### config.mk
export PLATFORM = sky130hd
export DESIGN_NAME = mngr_src_sink
export DESIGN_NICKNAME = d
export VERILOG_FILES = /design/src/rtl/mngr_pkg.sv /design/src/rtl/mngr_table.sv /design/src/rtl/mngr_src_sink.sv
export SDC_FILE = /design/constraint.sdc
export NUM_CORES = 2
export LEC_CHECK = 0
export ABC_CLOCK_PERIOD_IN_PS = 5390
export BUFFER_PORTS_ARGS = -buffer_cell sky130_fd_sc_hd__buf_2
export CAP_MARGIN = 20
export CORE_MARGIN = 2
export CORE_UTILIZATION = 53
export CTS_BUF_LIST = sky130_fd_sc_hd__clkbuf_16
export DETAILED_ROUTE_END_ITERATION = 8
export MAX_ROUTING_LAYER = met4
export PLACE_DENSITY = 0.69
export SLEW_MARGIN = 20
export SYNTH_ARGS = -nofsm -noshare
export SYNTH_HDL_FRONTEND = slang
export SYNTH_SLANG_ARGS = --single-unit
### constraint.sdc
create_clock -name clk -period 5.39 [get_ports clk]
set_clock_uncertainty 0.15 [all_clocks]
set_input_delay 0.8085 -clock clk [delete_from_list [all_inputs] [get_ports clk]]
set_output_delay 0.8085 -clock clk [all_outputs]
set_load 0.05 [all_outputs]
### src/rtl/mngr_pkg.sv
// Shared types and constants for the mngr source/sink test manager.
package mngr_pkg;
   typedef enum logic [1:0] {IDLE, RUN, DONE} mngr_state_e;

   localparam int         MNGR_MSG_W     = 32;
   localparam logic [7:0] MNGR_LFSR_SEED = 8'hA5;

   // Maximal-length 8b Fibonacci LFSR, taps 8,6,5,4.
   function automatic logic [7:0] lfsr_next(input logic [7:0] s);
      return {s[6:0], s[7] ^ s[5] ^ s[4] ^ s[3]};
   endfunction
endpackage

### src/rtl/mngr_table.sv
// DEPTH x 32b register file: one synchronous write port, one asynchronous read port.
module mngr_table
   import mngr_pkg::*;
#(
   parameter int DEPTH = 64,
   parameter int AW    = $clog2(DEPTH)
) (
   input  logic                  clk,
   input  logic                  we_i,
   input  logic [AW-1:0]         waddr_i,
   input  logic [MNGR_MSG_W-1:0] wdata_i,
   input  logic [AW-1:0]         raddr_i,
   output logic [MNGR_MSG_W-1:0] rdata_o
);
   logic [MNGR_MSG_W-1:0] mem_q [DEPTH];

   always_ff @(posedge clk) begin
      if (we_i) mem_q[waddr_i] <= wdata_i;
   end

   assign rdata_o = mem_q[raddr_i];
endmodule

### src/rtl/mngr_src_sink.sv
// Test manager: streams a programmed word list into the processor and checks
// every word it returns against an expected list, reporting pass/fail.
module mngr_src_sink
   import mngr_pkg::*;
#(
   parameter int DEPTH    = 64,
   parameter int AW       = $clog2(DEPTH),
   parameter bit STALL_EN = 1'b0,
   parameter int TIMEOUT  = 4000
) (
   input  logic                  clk,
   input  logic                  rst_n,
   input  logic                  cfg_we,
   input  logic                  cfg_sel,
   input  logic [AW-1:0]         cfg_addr,
   input  logic [MNGR_MSG_W-1:0] cfg_data,
   input  logic [AW:0]           src_count,
   input  logic [AW:0]           sink_count,
   input  logic                  start,
   output logic [MNGR_MSG_W-1:0] mngr2proc_msg,
   output logic                  mngr2proc_val,
   input  logic                  mngr2proc_rdy,
   input  logic [MNGR_MSG_W-1:0] proc2mngr_msg,
   input  logic                  proc2mngr_val,
   output logic                  proc2mngr_rdy,
   output logic                  done,
   output logic                  pass,
   output logic [AW:0]           err_count,
   output logic                  error_timeout,
   output logic [AW-1:0]         first_err_idx,
   output logic [MNGR_MSG_W-1:0] first_err_data
);
   localparam int              TW       = $clog2(TIMEOUT + 1);
   localparam logic [TW-1:0]   TMO_LAST = TW'(TIMEOUT - 1);
   localparam logic [AW:0]     DEPTH_C  = DEPTH[AW:0];
   localparam logic [AW:0]     ERR_MAX  = '1;

   mngr_state_e           state_q, state_d;
   logic [AW:0]           src_idx_q, src_idx_d, sink_idx_q, sink_idx_d;
   logic [AW:0]           src_cnt_q, src_cnt_d, sink_cnt_q, sink_cnt_d;
   logic [AW:0]           err_cnt_q, err_cnt_d;
   logic [AW-1:0]         ferr_idx_q, ferr_idx_d;
   logic [MNGR_MSG_W-1:0] ferr_data_q, ferr_data_d;
   logic                  err_tmo_q, err_tmo_d, done_q, done_d, pass_q, pass_d;
   logic                  src_hold_q, src_hold_d;
   logic [TW-1:0]         tmo_q, tmo_d;
   logic [7:0]            lfsr_q;
   logic [MNGR_MSG_W-1:0] src_rdata, sink_rdata;
   logic                  in_run, stall_src, stall_sink, src_val, sink_rdy;
   logic                  src_xfer, sink_xfer;

   function automatic logic [AW:0] clamp_cnt(input logic [AW:0] c);
      return (c > DEPTH_C) ? DEPTH_C : c;
   endfunction

   mngr_table #(.DEPTH(DEPTH), .AW(AW)) u_src_tab (
      .clk     (clk),
      .we_i    (cfg_we && !cfg_sel && !in_run),
      .waddr_i (cfg_addr),
      .wdata_i (cfg_data),
      .raddr_i (src_idx_q[AW-1:0]),
      .rdata_o (src_rdata)
   );

   mngr_table #(.DEPTH(DEPTH), .AW(AW)) u_sink_tab (
      .clk     (clk),
      .we_i    (cfg_we && cfg_sel && !in_run),
      .waddr_i (cfg_addr),
      .wdata_i (cfg_data),
      .raddr_i (sink_idx_q[AW-1:0]),
      .rdata_o (sink_rdata)
   );

   // A raised source valid is held until it transfers; bubbles only delay raising it.
   always_comb begin
      in_run     = (state_q == RUN);
      stall_src  = STALL_EN && (lfsr_q[1:0] == 2'b00) && !src_hold_q;
      stall_sink = STALL_EN && (lfsr_q[3:2] == 2'b00);
      src_val    = in_run && (src_idx_q < src_cnt_q) && !stall_src;
      sink_rdy   = in_run && (sink_idx_q < sink_cnt_q) && !stall_sink;
      src_xfer   = src_val && mngr2proc_rdy;
      sink_xfer  = sink_rdy && proc2mngr_val;
   end

   always_comb begin
      state_d     = state_q;
      src_idx_d   = src_idx_q;
      sink_idx_d  = sink_idx_q;
      src_cnt_d   = src_cnt_q;
      sink_cnt_d  = sink_cnt_q;
      err_cnt_d   = err_cnt_q;
      ferr_idx_d  = ferr_idx_q;
      ferr_data_d = ferr_data_q;
      err_tmo_d   = err_tmo_q;
      done_d      = done_q;
      pass_d      = pass_q;
      tmo_d       = tmo_q;
      src_hold_d  = src_val && !mngr2proc_rdy;
      case (state_q)
         IDLE, DONE: begin
            if (start) begin
               state_d     = RUN;
               src_idx_d   = '0;
               sink_idx_d  = '0;
               src_cnt_d   = clamp_cnt(src_count);
               sink_cnt_d  = clamp_cnt(sink_count);
               err_cnt_d   = '0;
               ferr_idx_d  = '0;
               ferr_data_d = '0;
               err_tmo_d   = 1'b0;
               done_d      = 1'b0;
               pass_d      = 1'b0;
               tmo_d       = '0;
               if (clamp_cnt(sink_count) == '0) begin
                  state_d = DONE;
                  done_d  = 1'b1;
                  pass_d  = 1'b1;
               end
            end
         end
         RUN: begin
            if (src_xfer) src_idx_d = src_idx_q + 1'b1;
            if (sink_xfer) begin
               sink_idx_d = sink_idx_q + 1'b1;
               if (proc2mngr_msg != sink_rdata) begin
                  if (err_cnt_q == '0) begin
                     ferr_idx_d  = sink_idx_q[AW-1:0];
                     ferr_data_d = proc2mngr_msg;
                  end
                  if (err_cnt_q != ERR_MAX) err_cnt_d = err_cnt_q + 1'b1;
               end
            end
            tmo_d = (src_xfer || sink_xfer) ? '0 : tmo_q + 1'b1;
            if (sink_idx_d == sink_cnt_q) begin
               state_d = DONE;
               done_d  = 1'b1;
               pass_d  = (err_cnt_d == '0);
            end else if (!(src_xfer || sink_xfer) && (tmo_q == TMO_LAST)) begin
               state_d   = DONE;
               done_d    = 1'b1;
               err_tmo_d = 1'b1;
               pass_d    = 1'b0;
            end
         end
         default: state_d = IDLE;
      endcase
   end

   always_ff @(posedge clk or negedge rst_n) begin
      if (!rst_n) begin
         state_q     <= IDLE;
         src_idx_q   <= '0;
         sink_idx_q  <= '0;
         src_cnt_q   <= '0;
         sink_cnt_q  <= '0;
         err_cnt_q   <= '0;
         ferr_idx_q  <= '0;
         ferr_data_q <= '0;
         err_tmo_q   <= 1'b0;
         done_q      <= 1'b0;
         pass_q      <= 1'b0;
         tmo_q       <= '0;
         src_hold_q  <= 1'b0;
         lfsr_q      <= MNGR_LFSR_SEED;
      end else begin
         state_q     <= state_d;
         src_idx_q   <= src_idx_d;
         sink_idx_q  <= sink_idx_d;
         src_cnt_q   <= src_cnt_d;
         sink_cnt_q  <= sink_cnt_d;
         err_cnt_q   <= err_cnt_d;
         ferr_idx_q  <= ferr_idx_d;
         ferr_data_q <= ferr_data_d;
         err_tmo_q   <= err_tmo_d;
         done_q      <= done_d;
         pass_q      <= pass_d;
         tmo_q       <= tmo_d;
         src_hold_q  <= src_hold_d;
         lfsr_q      <= lfsr_next(lfsr_q);
      end
   end

   assign mngr2proc_val  = src_val;
   assign mngr2proc_msg  = src_val ? src_rdata : '0;
   assign proc2mngr_rdy  = sink_rdy;
   assign done           = done_q;
   assign pass           = pass_q;
   assign err_count      = err_cnt_q;
   assign error_timeout  = err_tmo_q;
   assign first_err_idx  = ferr_idx_q;
   assign first_err_data = ferr_data_q;
endmodule
-- Word-level counts from Yosys, hierarchy flattened
Memory sizes are Yosys's and may differ from the RTL's.
Cells that the tools add are included.
- register bits after elaboration: 90
- bits in writable memories: 4096
- bits of input ports: 91
- output and inout bits: 82
- logic and storage cells: 109
- memories: 2
- $add $sub $neg: 4
- $lt $le $gt $ge: 4
- equal/unequal tests: 14
- muxes and demuxes: 47
- reductions and logical operators: 26
- memories (name ; depth ; bits a word ; read ports ; clocked after memory_dff ; wr ports ; RTL line ; source):
    u_sink_tab.mem_q ; 64 ; 32 ; 1 ; 0 ; 1 ; mngr_table.sv:15 ; logic [MNGR_MSG_W-1:0] mem_q [DEPTH];
    u_src_tab.mem_q ; 64 ; 32 ; 1 ; 0 ; 1 ; mngr_table.sv:15 ;
- operators by type and width (operator ; number):
    2-to-1 mux 32 bit ; 5
    2-to-1 mux 7 bit ; 10
    case mux 32 bit (2 select lines) ; 1
    case mux 7 bit (2 select lines) ; 3
    != test 32 bit ; 1
    2-to-1 mux 12 bit ; 2
    2-to-1 mux 6 bit ; 4
    case mux 12 bit (2 select lines) ; 1
    adder 7 x 1 -> 7 bit, second input constant ; 3
    logical NOT 7 bit ; 3
    > comparator 7 bit, second input constant ; 2
    < comparator 7 bit ; 2
    adder 12 x 1 -> 12 bit, second input constant ; 1
    equality test 12 bit, second input constant ; 1
    2-to-1 mux 1 bit ; 12
    case mux 6 bit (2 select lines) ; 1
    != test 2 x 1 -> 1 bit, second input constant ; 5
    logical AND 1 bit ; 9
    2-to-1 mux 2 bit ; 4
    equality test 7 bit ; 1
    != test 7 bit, second input constant ; 1
    case mux 1 bit (2 select lines) ; 3
    AND reduction 2 bit ; 3
    AND reduction 3 bit ; 2
    other kinds (12) ; 15

-- Depth between registers and ports, before layout
- depth in word-level cells: 9
- gate-level depth with buffers: 19
- depth with buffers taken out: 12

-- Cells and area by module
Synthesis repeated with hierarchy kept, for this count alone.
- cells, all modules: 7175
- area total of the unflattened synthesis: 160980.6 sq um
- by module, submodules not included (module ; times used ; cells each ; area an instance (sq um) ; sequential area each (sq um)):
    mngr_table ; 2 ; 3292 ; 77874.7 ; 61499.0
    mngr_src_sink ; 1 ; 591 ; 5231.3 ; 2252.2

-- Least setup slack after synthesis
Ideal clock, no wire load.
- path kind: reg2out
- from: reg src_idx_q[0]
- to: out mngr2proc_msg[0]
- arrival: 3.391 ns
- data required time: 4.431 ns
- slack: 1.041 ns
- stages on the path, launching flop included: 8
- path buffers: 3
- cells stage by stage: dfrtp_1 clkbuf_1 buf_1 buf_1 mux4_2 mux4_2 mux4_2 and2_1
- cells in the longest elaborated chain, start to end: 3
- elaborated cells on any way between the ends: 4
- classes of those cells: 1 x order compare; 1 x mux; 1 x reduce/logical; 1 x memory
- RTL lines (what ; RTL line ; source):
    start, declared ; mngr_src_sink.sv:39 ; logic [AW:0] src_idx_q, src_idx_d, sink_idx_q, sink_idx_d;
    start signal, assigned ; mngr_src_sink.sv:167 ; src_idx_q <= src_idx_d;
    branches (longest 2 deep; another with memory (64 x 32 bit)) ; -- ;
    2-to-1 mux 32 bit * ; mngr_src_sink.sv:184 ; assign mngr2proc_msg = src_val ? src_rdata : '0;
    end, declared ; mngr_src_sink.sv:20 ; output logic [MNGR_MSG_W-1:0] mngr2proc_msg,
Mark *: on every way between the ends.

-- Worst setup path after layout
- from: reg sink_idx_q[2]
- to: reg pass_q, in the netlist pass
- cells in the longest elaborated chain, start to end: 8
- elaborated cells on any way between the ends: 20
- classes of those cells: 1 x add/sub; 1 x order compare; 3 x eq/ne; 7 x mux; 7 x reduce/logical; 1 x memory
- RTL lines (what ; RTL line ; source):
    start, declared ; mngr_src_sink.sv:39 ;
    start signal, assigned ; mngr_src_sink.sv:168 ; sink_idx_q <= sink_idx_d;
    memory (64 x 32 bit) / < comparator 7 bit (equally long branches) ; -- ;
    != test 32 bit / logical AND 1 bit (equally long branches) ; mngr_src_sink.sv:125, mngr_src_sink.sv:80 ;
    2-to-1 mux 7 bit / logical AND 1 bit (equally long branches) ; mngr_src_sink.sv:125, mngr_src_sink.sv:82 ;
    2-to-1 mux 7 bit / logical OR 1 bit (equally long branches) ; mngr_src_sink.sv:123, mngr_src_sink.sv:138 ;
    2-to-1 mux 7 bit / logical NOT 1 bit (equally long branches) ; mngr_src_sink.sv:99, mngr_src_sink.sv:138 ;
    logical NOT 7 bit, or another cell as far along ; mngr_src_sink.sv:137 ; pass_d = (err_cnt_d == '0);
    2-to-1 mux 1 bit / != test 3 x 1 -> 1 bit (equally long branches) ; -- ;
    case mux 1 bit (2 select lines) / AND reduction 3 bit (equally long branches) ; -- ;
    end signal, assigned ; mngr_src_sink.sv:176 ; pass_q <= pass_d;
    end, declared ; mngr_src_sink.sv:44 ; logic err_tmo_q, err_tmo_d, done_q, done_d, pass_q, pass_d;
Parallel ways exist; a longest one is shown, timed or not. The select of a mux whose other input is x is not followed.
A chain may end at the register's enable or synchronous reset.

==> results.toml <==
[outcome]
status = "finished, final reports clean"

[global_routing]
grt_pass1_wl_um = 613000
grt_pass1_vias = 80232
grt_use_total = 0.291
overflow = 0
antenna_found_initial = 29
grt_max_degree = 98

[power_and_ir_drop]
totalPowerFinal_mw = 81.3
ir_worst_vdd_uv = 515
cellPowerDensity_mw_per_mm2 = 442
p_leak_nw = 57.2
intPower_mw = 58.8
pwr-share-comb = 0.218
pwr-share-clk = 0.336
switching_share = 0.277
p_switching_mw = 22.5
power_frac_seq = 0.447

[synth]
synth_top_family_by_area = "multiplexers"
synth_commonest_cells = "edfxtp_1, mux4_2, mux2i_1"
ys_seq_elements = 4186
syn_inst = 7194
yosysTopAreaCell = "edfxtp_1"
synth_xor_area_frac = 0.00330
synth_mux_area_frac = 0.170
ys_seq_area_frac = 0.775
synth-adder-area-share = 0.00132
syn_avg_cell_area_um2 = 22.5
yosysMostFrequentCell = "edfxtp_1"
synth_compound_area_frac = 0.0199
ys_warn_count = 0
syn_nets = 7302
synth_edf_count = 4096
netlist.area_leader.share = 0.761
synthSimpleGateAreaFrac = 0.0169
synth_top_flop_cell = "edfxtp_1"
synth_cell_types = 77
async_flop_share = 0.0215
synth_area_leaders = "edfxtp_1, mux4_2, mux2i_1"
syn-cell-area_mm2 = 0.162

[placement]
pre_cts_slack_ps = -331
place.gp.congestion = 0.889
dp_cells = 11344
placed_area_mm2 = 0.170
port_buffers = 172
hpwl_um = 253000

[worst_setup_path]
crit_type = "register to register"
critPathMostFrequentCell = "buf_4"
worstRegToRegCells = 14
start_kind = "register"
cp_max_fo = 34
crit_cells = 14
cp.arrival_ps = 6020
critical-path-slowest-cell = "nor2b_2"
crit_buf_inv = 3
path_cells = "buf_12 -> nor2b_2 -> buf_4 -> a22o_1 -> a211oi_4 -> a211oi_1 -> xnor2_1 -> nand3_1 -> o31ai_1 -> nand4_1 -> buf_4 -> o211ai_1 -> mux2_1 -> a41o_1"
critPathCaptureType = "register"
critical-path-top-delay-family = "compound AO/OA/AOI/OAI gates"
critPathMaxStageDelay_ps = 750
cp.required_ps = 6070

[detailed_routing]
ant_nets = 0
drt-pass1-iter-count = 6
wl_um = 438000
routed-via-count = 81590
drt_iter0_drc = 12712
drcViolationCount = 0
viasPerCell = 6.70
wl_per_cell_um = 36.0

[floorplanning]
num_rows = 202
die_x_um = 556
core_mm2 = 0.303
die_h_um = 556
dieArea_mm2 = 0.310
initial_core_util = 0.533
ios = 173

[timing]
timing.final.max_slew_violations = 0
rsz0062_at_grt = "true"
max_freq_mhz = 187
tightest_slew_ps = 1180
min_period_ps = 5330
post-route-period-util = 0.990
layout_setup_ws_ps = 55.1
hold_viol = 0
setup_viol = 0
max_slew_margin = 0.211

[clocking]
clock_path_buffers = 4
cts.reportedPaths.clkPinSlew_ps = 60
clk_latency_ps = 980
htree_levels = 5
cts.sinks = 4186
numCtsBuffers = 411
cts_root_buf = "clkbuf_16"
cts_tree = "done"

[job]
maxCapViolations = 0

[layout]
final_util = 0.606
stdcell_count = 12179
area_growth_pct = 13.6
fin_nets = 7929
drive_above_1_share = 0.294
postLayoutCellArea_mm2 = 0.184

[hold_path]
hold_path.class = "primary input to register"
worstHoldPathCells = 3
## timing repair
action,in CTS,in global routing
gates resized for setup,5,4
gates cloned,1,0
pin swaps,1,1
hold endpoints to repair,75,0
hold buffers,34,0
endpoints found under the setup margin,78,18
buffers inserted,6,0
## layout make-up
class,instances,area (um^2)
Fill cell,20779,120000
Timing Repair Buffer,610,5050
Antenna cell,37,92.6
Clock inverter,345,2520
Multi-Input combinational cell,2547,35300
Inverter,65,245
Sequential cell,4186,125000
Tap cell,3978,4980
Clock buffer,411,10300
## metrics by stage
stage | TNS, ps | hold slack (ps)
floorplan | 0 | 290
global placement | -30010 | 311
detailed placement | -10700 | 323
CTS | 0 | 4.85
global route | -5.34 | 50.5
finish | 0 | 56.3
## flip-flops by register name (all words and copies together), names as in the netlist
register          cells
first_err_data       32
pass                  1
u_sink_tab.mem_q   2048
error_timeout         1
tmo_q                12
sink_idx_q            7
u_src_tab.mem_q    2048
src_cnt_q             7
first_err_idx         6
sink_cnt_q            7
src_idx_q             7
err_count             7
state_q               2
done                  1
## per-layer routing
metal	vias to the layer above	wire length [um]	share of wire	track usage
li1	31737	-	-	-
met1	43739	161000	0.37	0.396
met2	5296	212000	0.48	0.450
met3	818	47000	0.11	0.0486
met4	0	18300	0.042	0.104
met5	-	0	0	-
## cell families (layout without fill, tap and decap cells)
logic type | count (synthesis) | in the layout
AOI/OAI and AO/OA | 463 | 463
xor gates and xnor gates | 61 | 61
adders and majority gates | 17 | 17
buffers and inverters | 462 | 1431
DFF | 4186 | 4186
muxes | 1423 | 1423
other | 0 | 37
and+or+nand+nor | 582 | 583
## worst reg2reg max path, stage by stage (launching register included)
cell	delay, ps
dfrtp_4	580
buf_12	280
nor2b_2	760
buf_4	320
a22o_1	200
a211oi_4	90
a211oi_1	520
xnor2_1	270
nand3_1	160
o31ai_1	230
nand4_1	480
buf_4	350
o211ai_1	260
mux2_1	360
a41o_1	210
## power groups by stage
stage	logic [mW]	registers, mW	clock network [mW]
after floorplan	11.5	37.4	0
after global placement	17.4	37.0	0
after detailed placement	17.6	37.0	0
after CTS	17.8	36.3	27.6
after global routing	18.5	36.3	28.8
final	17.7	36.3	27.3
## worst paths after layout
check	start	to	slack [ps]
min in group asynchronous	rst_n	state_q[0]$_DFFE_PN0P_	260
max in group asynchronous	rst_n	sink_idx_q[2]$_DFFE_PN0P_	3650
min reg2reg	src_cnt_q[0]$_DFFE_PN0P_	src_cnt_q[0]$_DFFE_PN0P_	330
min	proc2mngr_msg[20]	first_err_data[20]$_DFFE_PN0P_	60
max	sink_idx_q[2]$_DFFE_PN0P_	pass$_DFFE_PN0P_	60
max reg2reg	sink_idx_q[2]$_DFFE_PN0P_	pass$_DFFE_PN0P_	60
## cell usage in the layout (no fill, tap or decap), drive strengths merged, types with 8 or more instances in the layout
cell type / instances
dfrtp: 90
a211oi: 22
nor2b: 16
buf: 576
mux2: 26
or3b: 8
o221ai: 26
nand3: 49
clkinvlp: 11
bufinv: 24
nor2: 168
a31oi: 15
nor3: 18
nand2b: 11
mux4: 1058
and3: 13
nand2: 187
diode: 37
a21oi: 76
a22oi: 102
nor4: 19
clkinv: 198
mux2i: 339
clkbuf: 411
a32oi: 8
ha: 17
a221oi: 28
xnor2: 33
dlygate4sd3: 34
nand4: 16
o21ai: 71
o31ai: 8
nand3b: 21
edfxtp: 4096
xor2: 28
and2: 40
o22ai: 50
inv: 177
Note: power is estimated with default switching activity, not from simulation.
